<file path="src/rtl/rtio_fifo_write_arbiter.sv">
// ---------------------------------------------------------------------------
// rtio_fifo_write_arbiter
//
// Write-side controller for the RTIO asynchronous event FIFO. NUM_REQ
// requesters share the single FIFO write port through round-robin
// arbitration. A multi-beat packet locks the port until its last beat. The
// block owns the write pointer (binary plus gray image). It derives full and
// the fill level from the read pointer, which arrives already synchronized
// into this clock domain.
//
// Ports
//   i_clk_wr          write-domain clock
//   i_reset_wr        synchronous active-high reset
//   i_enable          when low, no beat is accepted
//   i_req_valid       per-requester beat valid
//   i_req_last        per-requester last beat of packet
//   i_req_data        requester i at [i*DATA_WIDTH +: DATA_WIDTH]
//   o_req_ready       per-requester accept (at most one bit high)
//   i_rd_gray_synced  read pointer, gray coded, synchronized to i_clk_wr
//   o_wr_en / o_wr_ce RAM write strobe / pointer-advance strobe (identical)
//   o_wr_addr         RAM write address
//   o_wr_data         RAM write data
//   o_wr_gray         registered gray write pointer for the read domain
//   o_full            FIFO full
//   o_level           registered fill count
//   o_grant_id        current or most recent grantee
//   o_locked          high while a packet holds the port
// ---------------------------------------------------------------------------
module rtio_fifo_write_arbiter #(
  parameter int NUM_REQ    = 4,
  parameter int DATA_WIDTH = 64,
  parameter int LENGTH     = 8
) (
  input  logic                          i_clk_wr,
  input  logic                          i_reset_wr,
  input  logic                          i_enable,
  input  logic [NUM_REQ-1:0]            i_req_valid,
  input  logic [NUM_REQ-1:0]            i_req_last,
  input  logic [NUM_REQ*DATA_WIDTH-1:0] i_req_data,
  output logic [NUM_REQ-1:0]            o_req_ready,
  input  logic [LENGTH-1:0]             i_rd_gray_synced,
  output logic                          o_wr_en,
  output logic                          o_wr_ce,
  output logic [LENGTH-2:0]             o_wr_addr,
  output logic [DATA_WIDTH-1:0]         o_wr_data,
  output logic [LENGTH-1:0]             o_wr_gray,
  output logic                          o_full,
  output logic [LENGTH-1:0]             o_level,
  output logic [$clog2(NUM_REQ)-1:0]    o_grant_id,
  output logic                          o_locked
);

  localparam int IDW = $clog2(NUM_REQ);
  localparam int AW  = LENGTH - 1;

  typedef enum logic {
    S_IDLE,
    S_LOCKED
  } state_t;

  state_t                  r_state;
  state_t                  w_state_next;
  logic [IDW-1:0]          r_last_grant;
  logic [IDW-1:0]          w_last_grant_next;
  logic [IDW-1:0]          r_lock_id;
  logic [IDW-1:0]          w_lock_id_next;
  logic [IDW-1:0]          r_grant_id;

  logic [LENGTH-1:0]       r_wr_bin;
  logic [LENGTH-1:0]       r_wr_gray;
  logic [LENGTH-1:0]       r_level;
  logic                    r_wr_en;
  logic [AW-1:0]           r_wr_addr;
  logic [DATA_WIDTH-1:0]   r_wr_data;

  logic [LENGTH-1:0]       w_rd_bin;
  logic [LENGTH-1:0]       w_wr_bin_next;
  logic                    w_full;
  logic [IDW-1:0]          w_sel;
  logic                    w_sel_ok;
  logic [NUM_REQ-1:0]      w_ready;
  logic                    w_accept;
  logic                    w_sel_last;
  logic [DATA_WIDTH-1:0]   w_sel_data;

  // Gray to binary: each binary bit is the XOR of all gray bits at or above it.
  always_comb begin
    w_rd_bin = '0;
    for (int k = 0; k < LENGTH; k++) begin
      w_rd_bin[k] = ^(i_rd_gray_synced >> k);
    end
  end

  // Full when the write pointer is exactly one lap ahead of the read pointer.
  // In gray code this means the top two bits differ and the rest match. Only
  // registers and the synchronized read pointer feed this, never req_*.
  assign w_full = (r_wr_gray == {~i_rd_gray_synced[LENGTH-1:LENGTH-2],
                                 i_rd_gray_synced[LENGTH-3:0]});

  // Pick the candidate requester. A locked packet keeps its owner and is
  // offered ready even while its valid is low. When idle, the search starts
  // one past the last grantee. It runs downwards so the nearest valid
  // requester is written last and wins.
  always_comb begin
    w_sel    = r_lock_id;
    w_sel_ok = 1'b0;
    if (r_state == S_LOCKED) begin
      w_sel    = r_lock_id;
      w_sel_ok = 1'b1;
    end else begin
      for (int k = NUM_REQ; k >= 1; k--) begin
        if (i_req_valid[IDW'((int'(r_last_grant) + k) % NUM_REQ)]) begin
          w_sel    = IDW'((int'(r_last_grant) + k) % NUM_REQ);
          w_sel_ok = 1'b1;
        end
      end
    end
  end

  // One-hot ready toward the selected requester only.
  always_comb begin
    w_ready = '0;
    if (i_enable && !w_full && w_sel_ok) begin
      w_ready[w_sel] = 1'b1;
    end
  end

  assign w_accept      = |(i_req_valid & w_ready);
  assign w_sel_last    = i_req_last[w_sel];
  assign w_sel_data    = i_req_data[w_sel*DATA_WIDTH +: DATA_WIDTH];
  assign w_wr_bin_next = r_wr_bin + LENGTH'(w_accept);

  // Arbitration next-state. A last beat always returns to IDLE and moves
  // round-robin priority. A non-last beat in IDLE opens a packet lock.
  always_comb begin
    w_state_next      = r_state;
    w_lock_id_next    = r_lock_id;
    w_last_grant_next = r_last_grant;
    if (w_accept) begin
      if (w_sel_last) begin
        w_state_next      = S_IDLE;
        w_last_grant_next = w_sel;
      end else if (r_state == S_IDLE) begin
        w_state_next   = S_LOCKED;
        w_lock_id_next = w_sel;
      end
    end
  end

  // Arbitration state register. Reset drops any packet lock and gives
  // requester 0 first priority.
  always_ff @(posedge i_clk_wr) begin
    if (i_reset_wr) begin
      r_state      <= S_IDLE;
      r_lock_id    <= '0;
      r_last_grant <= IDW'(NUM_REQ - 1);
    end else begin
      r_state      <= w_state_next;
      r_lock_id    <= w_lock_id_next;
      r_last_grant <= w_last_grant_next;
    end
  end

  // Write pipeline and pointer. The RAM write appears one cycle after the
  // accept, using the pointer value from before the increment. Level is
  // taken from the post-increment pointer, so it already includes this beat.
  always_ff @(posedge i_clk_wr) begin
    if (i_reset_wr) begin
      r_wr_bin   <= '0;
      r_wr_gray  <= '0;
      r_level    <= '0;
      r_wr_en    <= 1'b0;
      r_wr_addr  <= '0;
      r_wr_data  <= '0;
      r_grant_id <= '0;
    end else begin
      r_wr_bin  <= w_wr_bin_next;
      r_wr_gray <= w_wr_bin_next ^ (w_wr_bin_next >> 1);
      r_level   <= w_wr_bin_next - w_rd_bin;
      r_wr_en   <= w_accept;
      if (w_accept) begin
        r_wr_addr  <= r_wr_bin[AW-1:0];
        r_wr_data  <= w_sel_data;
        r_grant_id <= w_sel;
      end
    end
  end

  assign o_req_ready = w_ready;
  assign o_wr_en     = r_wr_en;
  assign o_wr_ce     = r_wr_en;
  assign o_wr_addr   = r_wr_addr;
  assign o_wr_data   = r_wr_data;
  assign o_wr_gray   = r_wr_gray;
  assign o_full      = w_full;
  assign o_level     = r_level;
  assign o_grant_id  = r_grant_id;
  assign o_locked    = (r_state == S_LOCKED);

endmodule

</file>
<file path="config.mk">
export PLATFORM = sky130hd
export DESIGN_NAME = rtio_fifo_write_arbiter
export DESIGN_NICKNAME = d
export VERILOG_FILES = /design/src/rtl/rtio_fifo_write_arbiter.sv
export SDC_FILE = /design/constraint.sdc
export NUM_CORES = 1
export LEC_CHECK = 0
export ABC_AREA = 1
export BUFFER_PORTS_ARGS = -buffer_cell sky130_fd_sc_hd__buf_2
export CORE_AREA = 2 2 144 146
export CTS_CLUSTER_SIZE = 8
export DETAILED_ROUTE_END_ITERATION = 10
export DIE_AREA = 0 0 146 148
export SETUP_SLACK_MARGIN = 0.4
export SLEW_MARGIN = 15
export SYNTH_ARGS = -nofsm -noshare
export SYNTH_HDL_FRONTEND = slang
export SYNTH_SLANG_ARGS = --single-unit
</file>
<file path="constraint.sdc">
create_clock -name i_clk_wr -period 5.98 [get_ports i_clk_wr]
set_clock_uncertainty 0.15 [all_clocks]
set_input_delay 0.598 -clock i_clk_wr [delete_from_list [all_inputs] [get_ports i_clk_wr]]
set_output_delay 0.598 -clock i_clk_wr [all_outputs]
set_load 0.01 [all_outputs]
</file>
Word level (Yosys, flattened, before mapping) --
Cells that the tools add are included.
Storage, ports and cells: output and inout bits 97, flip-flop bits (word level) 103, logic and storage cells 72, input port bits 275
Operators by class: equality and inequality tests 1, $lt $le $gt $ge 6, shift operators 1, $add $sub $neg 6, reductions and logical operators 15, multiplexer cells 28, bitwise operators 5
Operators by type and width (number):
- 256-bit by 9-bit variable part select with 64-bit output | 1
- 8-bit XOR reduction | 8
- 2-bit by 4-bit less-than comparator with 1-bit output (second input constant) | 4
- 1-bit two-way mux | 16
- 1-bit binary-select mux with 2-bit select | 5
- 2-bit two-way mux | 5
- 8-bit by 1-bit adder with 8-bit output | 1
- 8-bit equality test | 1
- 8-bit subtractor | 1
- 8-bit by 7-bit XOR with 8-bit output | 1
- 2-bit by 1-bit adder with 2-bit output (second input constant) | 2
- 2-bit adder (second input constant) | 2
- 4-bit bitwise AND | 1
- 4-bit two-way mux | 1
- 4-bit OR reduction | 1
- 1-bit logical AND | 3
- 2-bit by 3-bit less-than comparator with 1-bit output (second input constant) | 1
- 3-bit AND reduction | 1
- 1-bit demux with 2-bit select | 1
- 2-bit by 1-bit >= comparator with 1-bit output (second input constant) | 1
- 1-bit inverter | 2
- 2-bit inverter | 1
- 2-bit AND reduction | 1
- 1-bit logical NOT | 1

Depth between registers and ports, before layout --
Gate-level depths: netlist of run 1.
depth in word-level cells 18, gate-level depth with buffers 30, mapped depth without buffers 27

Worst setup path after synthesis of run 1 --
OpenSTA, ideal clock, no wires.
kind input-to-reg, start point input i_req_valid[0], end point register r_level[7] (netlist: o_level[7]), setup time 115 ps, stages 28, arrival 3679 ps, path buffers 2, required time 5715 ps, setup slack 2036 ps, cells stage by stage inv_1 -> nand2_1 -> nand2_1 -> nand2_1 -> nand2_1 -> nand3_1 -> nand2_1 -> nand2_1 -> nand3_2 -> nand2_2 -> nor2_1 -> nand3_1 -> nand4_2 -> buf_6 -> buf_6 -> ha_1 -> ha_1 -> nand3_1 -> nor2_1 -> nand2_1 -> xor2_1 -> ha_1 -> nand2_1 -> inv_1 -> a221oi_1 -> nand3_1 -> nand2_1 -> nor2_1
On the way: word-level cells in the longest chain between the ends 17, elaborated cells between the ends (all ways) 33, classes of those cells 2 x add/sub; 2 x order compare; 25 x mux; 1 x bitwise; 3 x reduce/logical
Ends and longest elaborated chain:
- start, declared | line 37 | input logic [NUM_REQ-1:0] i_req_valid,
- 1-bit binary-select mux with 2-bit select | line 112 | if (i_req_valid[IDW'((int'(r_last_grant) + k) % NUM_REQ)]) begin
- 1-bit two-way mux (not written as such) (2 in a row) | line 112
- 2-bit two-way mux (4 in a row) | line 112
- 2-bit two-way mux | line 107 | if (r_state == S_LOCKED) begin
- 2-bit by 3-bit less-than comparator with 1-bit output (not written as such) / 2-bit by 1-bit >= comparator with 1-bit output (equally long branches) | line 124 | w_ready[w_sel] = 1'b1;
- 1-bit logical AND (not written as such) | line 124
- 1-bit two-way mux (not written as such) | line 124
- 1-bit demux with 2-bit select | line 124
- 4-bit two-way mux | line 123 | if (i_enable && !w_full && w_sel_ok) begin
- 4-bit bitwise AND * | line 128 | assign w_accept = |(i_req_valid & w_ready);
- 4-bit OR reduction * | line 128
- named net w_accept | line 82 | logic w_accept;
- 8-bit by 1-bit adder with 8-bit output * | line 131 | assign w_wr_bin_next = r_wr_bin + LENGTH'(w_accept);
- named net w_wr_bin_next[6] | line 77 | logic [LENGTH-1:0] w_wr_bin_next;
- 8-bit subtractor * | line 179 | r_level <= w_wr_bin_next - w_rd_bin;
- end signal, assigned | line 179
- end, declared | line 71 | logic [LENGTH-1:0] r_level;
The timed path passes the listed nets; every way through them passes the cells marked *. The select of a mux whose other input is x is not followed. A chain may end at the register's enable or synchronous reset.

Worst setup path in the final report of run 1 --
start point register r_last_grant[0], end point register r_level[7] (netlist: o_level[7])
On the way: word-level cells in the longest chain between the ends 18, elaborated cells between the ends (all ways) 37, classes of those cells 6 x add/sub; 2 x order compare; 25 x mux; 1 x bitwise; 3 x reduce/logical
Ends and longest elaborated chain:
- start, declared | line 63 | logic [IDW-1:0] r_last_grant;
- start signal, assigned | line 156 | r_last_grant <= IDW'(NUM_REQ - 1);
- start signal, assigned | line 160 | r_last_grant <= w_last_grant_next;
- 2-bit by 1-bit adder with 2-bit output | line 112, 113
- 1-bit binary-select mux with 2-bit select | line 112
- 1-bit two-way mux (not written as such) (2 in a row) | line 112
- 2-bit two-way mux (4 in a row) | line 112
- 2-bit two-way mux | line 107
- 2-bit by 3-bit less-than comparator with 1-bit output (not written as such) / 2-bit by 1-bit >= comparator with 1-bit output (equally long branches) | line 124
- 1-bit logical AND (not written as such) | line 124
- 1-bit two-way mux (not written as such) | line 124
- 1-bit demux with 2-bit select | line 124
- 4-bit two-way mux * | line 123
- 4-bit bitwise AND * | line 128
- 4-bit OR reduction * | line 128
- 8-bit by 1-bit adder with 8-bit output * | line 131
- named net w_wr_bin_next[6] | line 77
- 8-bit subtractor * | line 179
Marks and branches as above.

==> results_dict.tcl, run 1 <==
set metrics [dict create \
    start_util_pct 31.59 \
    core_um2 20040 \
    yosysMostFrequentCell "nor2_1" \
    final.setup.tns_ns 0 \
    stdcell_count 1630 \
    synthTopCellsByArea "dfxtp_1 32%, nor2_1 17%, nand2_1 15%" \
    period_share_pct 71.13 \
    synthArstFlopShare_pct 0 \
    clk_latency_ns 0.35 \
    fp.dieW_um 146 \
    critPathLaunchType "flop" \
    utilization_pct 42.94 \
    hold_buffers 0 \
    seq_area_frac_synth_pct 32.26 \
    post-place-cells 1612 \
    synth_top_area_share_pct 32.26 \
    vias 7799 \
    grt_pass1_vias 7354 \
    r2r_slack_ns 1.73 \
    worstPathMaxFanout 16 \
    place_congestion 0.9432 \
    reg2reg_from "r_last_grant[0]" \
    post_cts_resized 0 \
    synth_nets 1306 \
    die_y_um 148 \
    numCtsBuffers 9 \
    place_hpwl_mm 18.82 \
    critPathKind "reg2reg" \
    met2_usage_pct 38.75 \
    dr.first_iter.drc_count 347 \
    final.setup.worst_slack_ns 1.726 \
    ys_warn_count 0 \
    globalRoute.busiestLayer "met2" \
    ios 372 \
    remaining_drc_errors 0 \
    drtPass1Iterations 5 \
    cts.sinks 102 \
    peakVddDrop_mv 0.5329 \
    synth.distinct_cells 38 \
    io_buffers 371 \
    min_to "o_wr_data[10]" \
    cts_tree "done" \
    routed_wl_mm 24.79 \
    min-delay-start "o_wr_data[10]" \
    antenna_left 0 \
    grt_pass1_wl_mm 38.23 \
    ys_seq_elements 102 \
    antenna_found_initial 4 \
    synth_edf_count 0 \
    drive_above_1_share_pct 30.73 \
    min_period_ns 4.254 \
    cts_setup_buffers 0 \
    post-place-ws_ns 1.544 \
    cts.htree.levels 3 \
    rsz0062_at_grt "false" \
    worst_pin_slew_ns 1.067 \
    endpoint_kind "flop" \
    hold_class "reg2reg" \
    row_count 52 \
    overflow 0 \
    synth_top_area_cell "dfxtp_1" \
    power_w 0.005741 \
    power-per-cell-area_nw_per_um2 667.1 \
    die-area_um2 21610 \
    final-setup-viol-count 0 \
    drv_slew 0 \
    clockBufferDepth 2 \
    drt-wirelength-per-cell_um 15.21 \
    max-slew-margin-rel_pct 28.68 \
    p_leak_nw 4.425 \
    global_route.usage.total_pct 22.20 \
    syn2layout_area_growth_pct 35.96 \
    met3_usage_pct 5.340 \
    final-hold-violation-count 0 \
    clk_pin_slew_ns 0.07 \
    grt_max_degree 95 \
    hold_depth 2 \
    syn_area_per_cell_um2 6.188 \
    maxCapViolations 0 \
    root_buffer "clkbuf_16" \
    worst_ep_arrival_time_ns 4.35 \
    synthCells 1023 \
    timing.fmax_mhz 235.1 \
    syn-cell-area_um2 6330 \
    viasPerCell 4.785 \
    synth_ff_type "dfxtp_1" \
    critical_path_required_ns 6.08 \
    reg2reg_depth 25 \
    grt_util_met1_pct 26.38 \
    outcome "finished clean" \
    r2r-end "o_level[7]" \
    synth_commonest_cells "287 x nor2_1, 247 x nand2_1, 121 x o21ai_0, 102 x dfxtp_1, 45 x o211ai_1" \
    final_nets 1636 \
]
layer usage:
| metal | routed length, um | vias up | share of wire, % |
|---|---|---|---|
| li1 | - | 3947 | - |
| met1 | 10260 | 3536 | 41 |
| met2 | 12170 | 265 | 49 |
| met3 | 1589 | 49 | 6.4 |
| met4 | 758 | 2 | 3.1 |
| met5 | 11 | - | 0.044 |
report_power, final:
part / leakage [nW] / switching, W / total [W] / internal, W
sequential: 0.838 / 0.0000928 / 0.000970 / 0.000877
clock: 0.159 / 0.000270 / 0.000679 / 0.000409
combinational: 3.43 / 0.00278 / 0.00409 / 0.00131
stage by stage:
step | hold WS, ns | cell area, um2
finish | 0.3258 | 8606
global route | 0.3538 | 8606
global placement | 0.3076 | 8263
detailed placement | 0.3159 | 8263
floorplan | 0.3280 | 6330
CTS | 0.3335 | 8598
logic make-up after synthesis:
kind of cell               Yosys count  synth area share (%)
and+or+nand+nor                    583                 36.43
AOI/OAI and AO/OA                  197                 17.73
buffers and inverters              108                 8.421
DFF                                102                 32.26
xor gates and xnor gates            25                 3.459
adders and majority gates            8                 1.700
final cells by class:
type                    count  area [um2]
diodes                      3       7.507
clock buffers              10       229.0
clock inverters             5       106.4
fillers                  2220       11430
inverters                  46       175.2
multi-input cells         813        3776
flip-flops and latches    102        2042
well taps                 270       337.8
repair buffers            381        1932
cells in the final DEF, fill, tap and decap left out, types with 9 or more instances in the layout:
cell	n
a21oi_1	12
buf_2	371
buf_4	10
clkbuf_16	9
dfxtp_1	102
inv_1	40
nand2_1	247
nand3_1	26
nor2_1	287
o211ai_1	45
o21ai_0	121
o21ai_1	13
xnor2_1	9
xor2_1	16
state kept, by name, indices dropped and copies added, names as in the netlist, 2 cells and up:
| name | count |
|---|---|
| r_last_grant | 2 |
| o_wr_data | 64 |
| o_wr_gray | 7 |
| r_lock_id | 2 |
| o_wr_addr | 7 |
| o_level | 8 |
| o_grant_id | 2 |
| r_wr_bin | 8 |
worst max path at each step:
stage | startpoint | end | slack [ns] | cells after the start
6_report | r_last_grant[0] | o_level[7] | 1.73 | 25
5_1_grt | r_last_grant[0] | o_level[7] | 1.25 | 25
4_1_cts | r_last_grant[0] | o_level[7] | 1.73 | 25
3_5_place_dp | i_req_valid[1] | o_level[7] | 1.54 | 25
3_3_place_gp | i_req_valid[1] | o_level[7] | 1.63 | 25
2_1_floorplan | i_req_valid[0] | o_level[7] | 2.04 | 28
critical path, stage by stage, from the launching register on:
cell      delay, ns
dfxtp_1        0.50
inv_4          0.11
nand2_2        0.09
nand2_1        0.07
nand2_1        0.06
nand2_1        0.10
nand2_1        0.08
nand2_1        0.04
nand2_1        0.07
nand2_2        0.09
a21oi_4        0.42
nand4_1        0.26
nand4_4        0.16
ha_1           0.20
ha_1           0.19
nand3_1        0.10
nor2_1         0.22
nand2_1        0.10
xor2_1         0.16
ha_1           0.32
nand2_1        0.09
inv_1          0.05
a221oi_1       0.31
nand3_1        0.11
nand2_1        0.07
nor2_1         0.05
Power figures use the tool's default switching activity.
==> run 2: changes to the inputs <==
--- a/config.mk
+++ b/config.mk
@@ -5,7 +5,7 @@
 export SDC_FILE = /design/constraint.sdc
 export NUM_CORES = 1
 export LEC_CHECK = 0
-export ABC_AREA = 1
+export ABC_AREA = 0
 export BUFFER_PORTS_ARGS = -buffer_cell sky130_fd_sc_hd__buf_2
 export CORE_AREA = 2 2 144 146
 export CTS_CLUSTER_SIZE = 8
==> constraint.sdc (replaced) <==
create_clock -name i_clk_wr -period 3.8 [get_ports i_clk_wr]
set_clock_uncertainty 0.15 [all_clocks]
set_input_delay 0.38 -clock i_clk_wr [delete_from_list [all_inputs] [get_ports i_clk_wr]]
set_output_delay 0.38 -clock i_clk_wr [all_outputs]
set_load 0.01 [all_outputs]
==> run 2 against run 1 <==
  * Hold slack got worse by 0.071 ns
  * Critical endpoint is now o_level[5]
  * Largest power group unchanged
  * Power decreased by 13%
  * Cell area increased by 6.1%
  * First-iteration DRC count increased by 28%
  * Wire length increased by 6.0%
==> results_dict.tcl, run 2 <==
set metrics [dict create \
    min_period_ns 3.359 \
    cts.htree.levels 3 \
    grt_util_met1_pct 29.31 \
    global_route.usage.total_pct 22.51 \
    syn_area_per_cell_um2 7.538 \
    synth_top_area_share_pct 31.76 \
    overflow 0 \
    syn-cell-area_um2 6430 \
    die_y_um 148 \
    max-slew-margin-rel_pct 42.52 \
    cts_tree "done" \
    peakVddDrop_mv 0.4291 \
    numCtsBuffers 9 \
    place_hpwl_mm 18.83 \
    yosysMostFrequentCell "nand2_1" \
    viasPerCell 5.196 \
    io_buffers 371 \
    root_buffer "clkbuf_16" \
    cp_cell_sequence "nand2b_4 -> a21o_1 -> a32oi_4 -> and3_4 -> o31ai_4 -> inv_8 -> ha_4 -> ha_4 -> ha_4 -> a21o_4 -> and3_1 -> o41ai_2 -> xor2_1 -> nor2_1" \
    synth_ff_type "dfxtp_1" \
    ys_seq_elements 102 \
    met3_usage_pct 5.247 \
    synth_nets 1136 \
    endpoint_kind "flop" \
    core_um2 20040 \
    fp.dieW_um 146 \
    clockBufferDepth 2 \
    remaining_drc_errors 0 \
    met2_usage_pct 36.20 \
    cp.buffers_inverters 1 \
    drt-wirelength-per-cell_um 17.86 \
    critPathKind "reg2reg" \
    worst_pin_slew_ns 0.8622 \
    drv_slew 0 \
    die-area_um2 21610 \
    worst_ep_arrival_time_ns 3.43 \
    period_share_pct 88.40 \
    grt_pass1_wl_mm 38.70 \
    worstPathMaxFanout 8 \
    final_cell_mix "370 x buf_2, 211 x nand2_1, 100 x dfxtp_1, 76 x a21oi_1, 72 x and3_1" \
    crit_slowest_cell "dfxtp_4" \
    antenna_left 0 \
    final-hold-violation-count 0 \
    synthTopCellsByArea "dfxtp_1 32%, nand2_1 12%, a311o_1 10%" \
    critPathLaunchType "flop" \
    final-setup-viol-count 0 \
    antenna_found_initial 4 \
    globalRoute.busiestLayer "met2" \
    synthCells 853 \
    final.setup.tns_ns 0 \
    dr.first_iter.drc_count 443 \
    drive_above_1_share_pct 39.98 \
    post-place-ws_ns 0.07515 \
    ys_warn_count 0 \
    seqCellArea_um2 2049 \
    grt_pass1_vias 6917 \
    synth_edf_count 0 \
    start_util_pct 32.09 \
    final.setup.worst_slack_ns 0.4406 \
    syn2layout_area_growth_pct 41.99 \
    fillers 2123 \
    synthArstFlopShare_pct 0 \
    ios 372 \
    outcome "finished clean" \
    clk_pin_slew_ns 0.08 \
    synth_commonest_cells "214 x nand2_1, 102 x dfxtp_1, 79 x a21oi_1, 73 x and3_1, 67 x a211oi_1" \
    final_nets 1476 \
    synth_top_area_cell "dfxtp_1" \
    clk_latency_ns 0.35 \
    drtPass1Iterations 4 \
    p_leak_nw 4.341 \
    maxCapViolations 0 \
    hold_class "in2reg" \
    max_stage_delay_ns 0.42 \
    synth.distinct_cells 57 \
    largest_reg_flops 64 \
    hold_buffers 0 \
    routed_wl_mm 26.29 \
    grt_max_degree 78 \
    path_delay_family "compound AO/OA/AOI/OAI gates" \
    mostFrequentLayoutCell "buf_2" \
    row_count 52 \
    rsz0062_at_grt "true" \
    cp_common_cell "ha_4" \
    power-per-cell-area_nw_per_um2 546.8 \
    vias 7649 \
    cts.sinks 102 \
    seq_area_frac_synth_pct 31.76 \
    critical_path_required_ns 3.87 \
    multiInputGateArea_um2 4146 \
    timing.fmax_mhz 297.7 \
    place_congestion 0.8814 \
]
## run 2: path summary, 6_finish.rpt
path | endpoint | slack [ns] | depth (start not counted) | startpoint
worst max register to register | o_level[5] | 0.44 | 14 | r_last_grant[0]
worst max-delay path | o_level[5] | 0.44 | 14 | r_last_grant[0]
worst min register to register | o_wr_data[22] | 0.30 | 2 | o_wr_data[22]
worst min-delay path | o_wr_data[57] | 0.25 | 4 | i_req_data[249]
## run 2: cell type report
type                            instances  share of cell area, %
Timing Repair Buffer                  413                  24.27
Tap cell                              270                  3.700
Clock inverter                          7                 0.7948
Sequential cell                       102                  22.45
Clock buffer                            9                  2.467
Antenna cell                            4                 0.1096
Multi-Input combinational cell        651                  45.42
Inverter                               16                 0.7948
## run 2: kinds of logic (layout without fill, tap and decap cells)
family | after synthesis | after routing | synth area share [%]
xor gates and xnor gates | 38 | 38 | 5.293
DFF | 102 | 102 | 31.76
and+or+nand+nor | 356 | 356 | 24.95
AOI/OAI and AO/OA | 242 | 242 | 28.00
muxes | 7 | 7 | 1.129
other | 0 | 4 | 0
buffers and inverters | 100 | 445 | 7.200
adders and majority gates | 8 | 8 | 1.673
## run 2: report_power, final
| group | internal (W) | leakage [nW] | switching, W | total (W) |
|---|---|---|---|---|
| clock | 0.000468 | 0.144 | 0.000479 | 0.000947 |
| sequential | 0.00129 | 0.834 | 0.000122 | 0.00141 |
| combinational | 0.00108 | 3.36 | 0.00155 | 0.00264 |
| total | 0.00284 | 4.34 | 0.00216 | 0.00499 |
## run 2: repair_timing
action,in CTS,in global routing
gates resized for setup,6,21
setup buffers,8,3
pin swaps,8,9
setup endpoints to repair,23,30
## run 2: through the flow
stage / hold WS [ns] / area (um2) / power, W / utilization [%] / instances
floorplan: 0.3023 / 6535 / 0.003093 / - / 853
global placement: 0.2896 / 8621 / 0.003932 / 43.02 / 1441
detailed placement: 0.2932 / 8621 / 0.003954 / 43.02 / 1441
CTS: 0.2418 / 8995 / 0.004968 / 44.89 / 1465
global route: 0.2416 / 9130 / 0.005340 / 45.56 / 1472
finish: 0.2546 / 9130 / 0.004993 / 45.56 / 1472
## run 2: worst min-delay path, cell delays in order
cell and delay, ns:
buf_2 0.09, nand2_1 0.04, a311o_1 0.15, a21oi_1 0.05
## run 2: metal layers
metal	vias to the layer above	part of all wire, %
met1	3594	43
met2	275	48
met4	0	2.5
met5	-	0
met3	34	6.5
li1	3746	-
==> run 3: changes to the inputs <==
--- a/config.mk
+++ b/config.mk
@@ -7,10 +7,10 @@
 export LEC_CHECK = 0
 export ABC_AREA = 0
 export BUFFER_PORTS_ARGS = -buffer_cell sky130_fd_sc_hd__buf_2
-export CORE_AREA = 2 2 144 146
+export CORE_AREA = 2 2 145 147
 export CTS_CLUSTER_SIZE = 8
 export DETAILED_ROUTE_END_ITERATION = 10
-export DIE_AREA = 0 0 146 148
+export DIE_AREA = 0 0 147 149
 export SETUP_SLACK_MARGIN = 0.4
 export SLEW_MARGIN = 15
 export SYNTH_ARGS = -nofsm -noshare
==> constraint.sdc (replaced) <==
create_clock -name i_clk_wr -period 3.81 [get_ports i_clk_wr]
set_clock_uncertainty 0.15 [all_clocks]
set_input_delay 0.381 -clock i_clk_wr [delete_from_list [all_inputs] [get_ports i_clk_wr]]
set_output_delay 0.381 -clock i_clk_wr [all_outputs]
set_load 0.01 [all_outputs]
==> run 3 against run 2 <==
  * Flip-flop and latch count is the same
  * Sequential share of layout area increased by 0.066 points
  * Wire length fell by 2.3%
  * Largest cell class unchanged
  * Largest power group unchanged
==> results_dict.tcl, run 3 (same netlist as run 2, synthesis figures left out) <==
set metrics [dict create \
    worst_ep_arrival_time_ns 3.43 \
    power-per-cell-area_nw_per_um2 545.9 \
    final_cell_mix "370 x buf_2, 211 x nand2_1, 99 x dfxtp_1, 76 x a21oi_1, 73 x and3_1" \
    clockBufferDepth 2 \
    die-area_um2 21900 \
    numCtsBuffers 9 \
    r2r_slack_ns 0.44 \
    critPathKind "reg2reg" \
    final.setup.tns_ns 0 \
    cts.sinks 102 \
    globalRoute.busiestLayer "met2" \
    routed_wl_mm 25.68 \
    drt-wirelength-per-cell_um 17.40 \
    grt_pass1_wl_mm 38.35 \
    critPathLaunchType "flop" \
    clk_latency_ns 0.35 \
    final-hold-violation-count 0 \
    antenna_left 0 \
    drtPass1Iterations 4 \
    cts.htree.levels 3 \
    final_nets 1478 \
    max-slew-margin-rel_pct 42.79 \
    period_share_pct 88.39 \
    drv_slew 0 \
    peakVddDrop_mv 0.3054 \
    met3_usage_pct 6.147 \
    cts_tree "done" \
    startpoint "r_last_grant[0]" \
    maxCapViolations 0 \
    overflow 0 \
    r2r-end "o_level[6]" \
    clk_pin_slew_ns 0.08 \
    final-setup-viol-count 0 \
    largest_reg_flops 64 \
    ios 372 \
    met2_usage_pct 36.41 \
    viasPerCell 5.200 \
    remaining_drc_errors 0 \
    mostFrequentLayoutCell "buf_2" \
    outcome "finished clean" \
    vias 7675 \
    io_buffers 371 \
    endpoint_kind "flop" \
    dr.first_iter.drc_count 521 \
    power_w 0.004973 \
    timing.fmax_mhz 296.9 \
    grt_max_degree 82 \
    syn2layout_area_growth_pct 41.66 \
    worst_pin_slew_ns 0.8582 \
    rsz0062_at_grt "true" \
    antenna_found_initial 1 \
    grt_pass1_vias 6980 \
    hold_buffers 0 \
    fp.dieW_um 147 \
    start_util_pct 31.28 \
    multiInputGateArea_um2 4121 \
    fillers 2132 \
    global_route.usage.total_pct 21.99 \
    row_count 53 \
    grt_util_met1_pct 27.99 \
    drive_above_1_share_pct 39.83 \
    hold_class "in2reg" \
    die_y_um 149 \
    place_congestion 0.9130 \
    min_period_ns 3.368 \
    root_buffer "clkbuf_16" \
    place_hpwl_mm 18.52 \
    worstPathMaxFanout 6 \
    core_um2 20560 \
    critical_path_required_ns 3.88 \
    p_leak_nw 4.352 \
    reg2reg_depth 16 \
    endpoint "o_level[6]" \
    reg2reg_from "r_last_grant[0]" \
    seqCellArea_um2 2051 \
]
-- run 3: critical path: stages, from the launching register on --
cell and delay, ns:
dfxtp_4 0.37, nand2b_4 0.14, a21o_1 0.22, a32oi_4 0.28
a21oi_2 0.11, o31ai_4 0.35, inv_8 0.05, ha_4 0.18
ha_4 0.30, inv_4 0.04, fa_2 0.35, inv_2 0.08
o21ai_2 0.05, o21ai_2 0.21, a21oi_2 0.09, mux2i_1 0.16
o311ai_1 0.11
-- run 3: report_power, final --
group / switching (W) / internal (W) / leakage [nW]
sequential: 0.000118 / 0.00128 / 0.835
clock: 0.000458 / 0.000479 / 0.145
combinational: 0.00155 / 0.00109 / 3.37
total: 0.00212 / 0.00285 / 4.35
-- run 3: layout make-up --
| type | instances | share of cell area [%] |
|---|---|---|
| antenna | 1 | 0.02747 |
| clock buffer | 10 | 2.624 |
| clock inverter | 6 | 0.6731 |
| inverter | 16 | 0.7692 |
| multi-input combinational | 651 | 45.25 |
| sequential | 102 | 22.51 |
| tap | 275 | 3.777 |
| timing repair buffer | 415 | 24.37 |
-- run 3: worst min path at each step --
stage / endpoint / startpoint / slack [ns] / cells after the start
final: o_wr_data[13] / i_req_data[205] / 0.26 / 4
after floorplan: o_wr_addr[4] / r_wr_bin[4] / 0.30 / 2
after global placement: o_wr_data[36] / o_wr_data[36] / 0.29 / 2
after CTS: o_wr_data[62] / i_req_data[254] / 0.25 / 4
after global routing: o_wr_data[1] / i_req_data[129] / 0.26 / 4
after detailed placement: o_wr_data[47] / o_wr_data[47] / 0.29 / 2
-- run 3: per-layer routing --
layer / wire length, um / vias up
met5: 0 / -
met4: 551 / 0
met3: 2050 / 42
met2: 12390 / 293
met1: 10690 / 3602
li1: - / 3738
-- run 3: timing repair --
action                     CTS  global route
setup endpoints to repair    4             4
setup buffers                6             8
resized for setup            6            17
pin swaps                    8            17
-- run 3: stage by stage --
step / setup slack (ns) / cells / utilization (%) / area [um2] / hold WS [ns]
after global routing: 0.2766 / 1476 / 44.31 / 9109 / 0.2636
final: 0.4423 / 1476 / 44.31 / 9109 / 0.2630
after CTS: 0.3563 / 1467 / 43.62 / 8966 / 0.2489
after global placement: 0.1025 / 1445 / 41.87 / 8607 / 0.2892
after floorplan: 0.3628 / 853 / - / 6535 / 0.3023
after detailed placement: 0.03759 / 1445 / 41.87 / 8607 / 0.2930
